===== config.mk =====
export PLATFORM = sky130hd
export DESIGN_NAME = neuron_sweep_scheduler
export DESIGN_NICKNAME = d
export VERILOG_FILES = /design/src/rtl/neuron_sweep_scheduler.sv
export SDC_FILE = /design/constraint.sdc
export NUM_CORES = 1
export LEC_CHECK = 0
export CAP_MARGIN = 10
export CORE_MARGIN = 5
export CORE_UTILIZATION = 45
export DETAILED_ROUTE_END_ITERATION = 12
export PLACE_DENSITY = 0.72
export RECOVER_POWER = 100
export SLEW_MARGIN = 5
export SYNTH_ARGS = -nofsm -noshare
export SYNTH_HDL_FRONTEND = slang
export SYNTH_SLANG_ARGS = --single-unit

===== constraint.sdc =====
create_clock -name clk -period 1.7 [get_ports clk]
set_clock_uncertainty 0.2 [all_clocks]
set_input_delay 0.34 -clock clk [delete_from_list [all_inputs] [get_ports clk]]
set_output_delay 0.34 -clock clk [all_outputs]
set_load 0.02 [all_outputs]

===== src/rtl/neuron_sweep_scheduler.sv =====
// Per-dt neuron sweep sequencer: walks neuron addresses on dt_tick, fans the issue strobe out
// through staged delay lines, and slots host accesses into idle gaps between sweeps.
module neuron_sweep_scheduler #(
  parameter int NEURON_NO = 256,
  parameter int EFA_LAT   = 3,
  parameter int SRM_LAT   = 4,
  parameter int REF_LAT   = 5,
  localparam int AW       = $clog2(NEURON_NO)
) (
  input  logic          clk,
  input  logic          reset,
  input  logic          sys_en,
  input  logic          dt_tick,
  input  logic [1:0]    ext_req,
  input  logic [AW-1:0] ext_addr,
  output logic          t_fix_wr_en,
  output logic [AW-1:0] t_fix_wr_addr,
  output logic          efa_wr_en,
  output logic [AW-1:0] efa_wr_addr,
  output logic          srm_en,
  output logic          ref_wr_en,
  output logic [AW-1:0] ref_wr_addr,
  output logic          sweep_busy,
  output logic          sweep_done,
  output logic          overrun,
  output logic          ext_grant,
  output logic          ext_rd_en,
  output logic          ext_wr_en,
  output logic [AW-1:0] ext_mem_addr
);

  typedef enum logic [1:0] {IDLE, SWEEP, DRAIN, EXT} state_t;

  typedef struct packed {
    logic          grant;
    logic          rd;
    logic          wr;
    logic [AW-1:0] addr;
  } ext_rsp_t;

  state_t                   state, state_d;
  logic [AW-1:0]            cnt;
  logic                     issue, last;
  logic [AW-1:0]            issue_addr;
  ext_rsp_t                 ext_d, ext_q;

  // Stage 0 is the t_fix issue; stage n is n cycles later. The last flag rides along so
  // sweep_done lands exactly on the final ref write, whatever pauses occurred.
  logic [REF_LAT:0]         vld_pipe;
  logic [REF_LAT:0]         last_pipe;
  logic [REF_LAT:0][AW-1:0] addr_pipe;

  always_comb begin
    state_d    = state;
    issue      = 1'b0;
    issue_addr = '0;
    ext_d      = '0;
    case (state)
      IDLE: begin
        if (dt_tick) begin
          if (sys_en) begin
            state_d = SWEEP;
            issue   = 1'b1;
          end
        end else if (ext_req == 2'd1 || ext_req == 2'd2) begin
          state_d     = EXT;
          ext_d.grant = 1'b1;
          ext_d.rd    = (ext_req == 2'd1);
          ext_d.wr    = (ext_req == 2'd2);
          ext_d.addr  = ext_addr;
        end
      end
      SWEEP: begin
        if (sys_en) begin
          issue      = 1'b1;
          issue_addr = cnt;
        end
      end
      DRAIN:   if (last_pipe[REF_LAT]) state_d = IDLE;
      EXT:     state_d = IDLE;
      default: state_d = IDLE;
    endcase
    last = issue && (issue_addr == AW'(NEURON_NO - 1));
    if (last) state_d = DRAIN;
  end

  always_ff @(posedge clk or negedge reset) begin
    if (!reset) begin
      state      <= IDLE;
      cnt        <= '0;
      vld_pipe   <= '0;
      last_pipe  <= '0;
      addr_pipe  <= '0;
      ext_q      <= '0;
      sweep_busy <= 1'b0;
      overrun    <= 1'b0;
    end else begin
      state      <= state_d;
      if (issue) cnt <= issue_addr + AW'(1);
      vld_pipe   <= {vld_pipe[REF_LAT-1:0], issue};
      last_pipe  <= {last_pipe[REF_LAT-1:0], last};
      addr_pipe  <= {addr_pipe[REF_LAT-1:0], issue_addr};
      ext_q      <= ext_d;
      sweep_busy <= (state_d == SWEEP) || (state_d == DRAIN);
      if (dt_tick && sweep_busy) overrun <= 1'b1;
    end
  end

  assign t_fix_wr_en   = vld_pipe[0];
  assign t_fix_wr_addr = addr_pipe[0];
  assign efa_wr_en     = vld_pipe[EFA_LAT];
  assign efa_wr_addr   = addr_pipe[EFA_LAT];
  assign srm_en        = vld_pipe[SRM_LAT];
  assign ref_wr_en     = vld_pipe[REF_LAT];
  assign ref_wr_addr   = addr_pipe[REF_LAT];
  assign sweep_done    = last_pipe[REF_LAT];
  assign ext_grant     = ext_q.grant;
  assign ext_rd_en     = ext_q.rd;
  assign ext_wr_en     = ext_q.wr;
  assign ext_mem_addr  = ext_q.addr;

endmodule

==> results.md <==
- Critical path's top delay family: simple AND/OR/NAND/NOR gates
- Synth Area in Simple Gates: 0.109
- CP Buf/Inv Count: 0
- Crit Path Max Fanout: 4
- Final worst path period share: 0.983
- Ports: 56
- Setup Total Neg Slack: 0 ps
- Setup Crit Path Kind: reg2reg
- Clk sink count: 83
- Share of layout cells above drive strength 1: 0.177
- Min-delay worst type: reg2reg
- GP Congestion: 0.743
- Worst VDD drop: 0.555 mV
- CTS tree: done
- Area leader, netlist: dfrtp_1
- Arr. time, crit path: 1740 ps
- FFs w/ async S/R, synth: 1.00
- Antenna Nets Post-Route: 0
- Cell Pwr Density: 1110 nW/µm²
- Combinational fraction of design power: 0.103
- Sequential power share: 0.575
- Crit path capture type: flop
- Crit path cell chain: and3b_2 -> and2_4 -> ha_4 -> nand3_4 -> nor4_4 -> o21bai_1
- Initial cell density of the core: 0.465
- Post-synthesis sequential area ratio: 0.749
- Final Max Tran Viols: 0
- XOR/XNOR Fraction of Synth Area: 0.0126
- RSZ-0062 raised after global routing: true
- Post-Synth Adder-Cell Area: 0.0135
- Longest Clk Path Bufs: 2
- Post-synthesis area per instance: 15.3 µm²
- Port bufs: 55
- Ys Warns: 0
- Initial antenna violation count: 0
- Drt first pass iters: 4
- Switching Share: 0.250
- Top cell type's share of synthesized area: 0.749
- Core area: 5960 µm²
- Commonest cells in the netlist: dfrtp_1, buf_4, and2_1, nand2_1, inv_1
- H-tree Lvls: 3
- Vias in the first global route: 1560
- Final Cell Area: approximately 3500 µm²
- Pwr Total: 3.91 mW
- Max-Slew Margin vs Limit: 0.602
- Post-synthesis net count: 198
- Remaining DRCs: 0
- Detail Placement HPWL: 3190 µm
- Status: completed
- Required time of the worst setup path: 1770 ps
- Mux cell area share after synthesis: 0.00767
- Vias per cell: 4.55
- Tot GR Track Use: 0.137
- Area after DPL: roughly 3400 µm²
- MaxCap Viol Count: 0
- Number of enable flip-flop cells after synthesis: 0
- Routed WL: about 4500 µm
- Largest family of logic cells by synthesized area: simple AND/OR/NAND/NOR gates
- Post-synthesis cell type count: 31
- Leakage power: 1.88 nW
- Later-pin clock latency in the skew report: 340 ps
- DR vias: roughly 1400
- Compound-Gate Fraction of Synth Area: 0.0248
- Chip Width: 88.5 µm
- Layout area overhead: 27.2%
- Final Setup Violations: 0
- Fin. Hold Viols: 0
- Chip Height: 88.5 µm
- Worst slew pin tran: 597 ps
- Clock transition at path regs: about 80 ps
- Slowest CP cell: dfrtp_1
- Ant diodes: 0
- Crit-path max cell delay: 380 ps
- DIE AREA: 7830 µm²
- First-pass GRT wire length: 7720 µm
- Fin crit period: roughly 1700 ps
- Worst setup margin: 28.8 ps
- DP Worst Slack: -484 ps
- Mapped Cells: 181
- CP startpoint kind: flop
- Largest net degree at the start of global routing: 37
- Area contributors post-synth: dfrtp_1, buf_4, and2_1
- Final core occ: 0.592
- Internal: 2.93 mW
- CTS Buf Count: 9
- Mapped cell area: 2770 µm²
- Clk Tree Root Cell: clkbuf_8
- Count leader, synth: dfrtp_1
- Psw: around 980 µW
- Max frequency: between 500 and 600 MHz
- FF+latch count, synth: 83
- Clock power share: 0.323
- Initial DRC Count: 31
- Drt wl/cell: 14.2 µm
- Placement Rows: 28
- Fin nets: 255
- Grt total ovfl: 0
- Top FF cell, synth: dfrtp_1
metrics by stage:
| step | hold slack (ps) | instances |
|---|---|---|
| after CTS | 147 | 317 |
| after global routing | 155 | 318 |
| after global placement | 62.3 | 300 |
| final | 144 | 318 |
| after detailed placement | 61.8 | 300 |
| after floorplan | -156 | 181 |
cells by family after synthesis:
group / Yosys count
compound gates: 11
xor+xnor: 4
fa+ha+maj: 3
buf+inv: 34
flops: 83
mux: 2
simple gates: 44
registers in the layout, indices dropped and copies added, names as in the netlist:
register / cells
addr_pipe: 24
sweep_busy: 1
overrun: 1
state: 2
cnt: 8
ext_mem_addr: 8
t_fix_wr_addr: 8
ref_wr_addr: 8
efa_wr_addr: 8
vld_pipe: 6
ext_rd_en: 1
ext_wr_en: 1
last_pipe: 6
ext_grant: 1
worst reg2reg max path: stages (launching register included):
cell      delay (ps)
dfrtp_1          380
and3b_2          270
and2_4           170
ha_4             150
nand3_4          100
nor4_4           190
o21bai_1         150
cell usage in the layout, fill, tap and decap left out, types with 3 or more instances in the layout:
cell type	n
inv_1	6
dfrtp_1	83
clkdlybuf4s50_1	10
dlygate4sd2_1	43
a21oi_1	3
nand2_1	8
and2_0	3
buf_4	14
nand2b_1	3
xor2_1	3
nor3_1	3
clkbuf_8	11
and2_1	12
routing by layer:
metal | global-route usage | routed length, µm | up-vias
li1 | - | - | 675
met1 | 0.159 | 1810 | 733
met2 | 0.231 | 2400 | 33
met3 | 0.0447 | 240 | 7
met4 | 0.0618 | 65 | 0
met5 | 0 | 0 | -
repair_timing:
| action | 4_1_cts | 5_1_grt |
|---|---|---|
| hold buffers | 1 | 0 |
| pin swaps | 0 | 2 |
| hold endpoints to repair | 47 | 0 |
| gates resized for setup | 47 | 0 |
| setup endpoints to repair | 47 | 4 |
| buffers inserted | 0 | 1 |
path summary, 6_finish.rpt:
path	from	slack, ps	to	depth (start not counted)
max	state[1]	30	state[1]	6
min	addr_pipe[8]	140	addr_pipe[16]	0
max reg2reg	state[1]	30	state[1]	6
min reg2reg	addr_pipe[8]	140	addr_pipe[16]	0
max in group asynchronous	reset	260	addr_pipe[35]	3
min in group asynchronous	reset	330	t_fix_wr_addr[7]	2
power by group through the flow:
stage / sequential (mW) / combinational (mW) / clock, mW
after floorplan: 2.26 / 0.270 / 0
after global placement: 2.27 / 0.438 / 0
after detailed placement: 2.28 / 0.450 / 0
after CTS: 2.25 / 0.409 / 1.31
after global routing: 2.27 / 0.437 / 1.41
final: 2.25 / 0.400 / 1.26
layout make-up:
| class | instances | area (µm²) |
|---|---|---|
| tap | 75 | 93.8 |
| clock inverter | 4 | 25.0 |
| inverter | 6 | 22.5 |
| clock buffer | 12 | 155 |
| sequential | 83 | 2080 |
| timing repair buffer | 74 | 649 |
| multi-input combinational | 64 | 502 |
| fill | 501 | 2430 |
(Power assumes the default switching activity.)
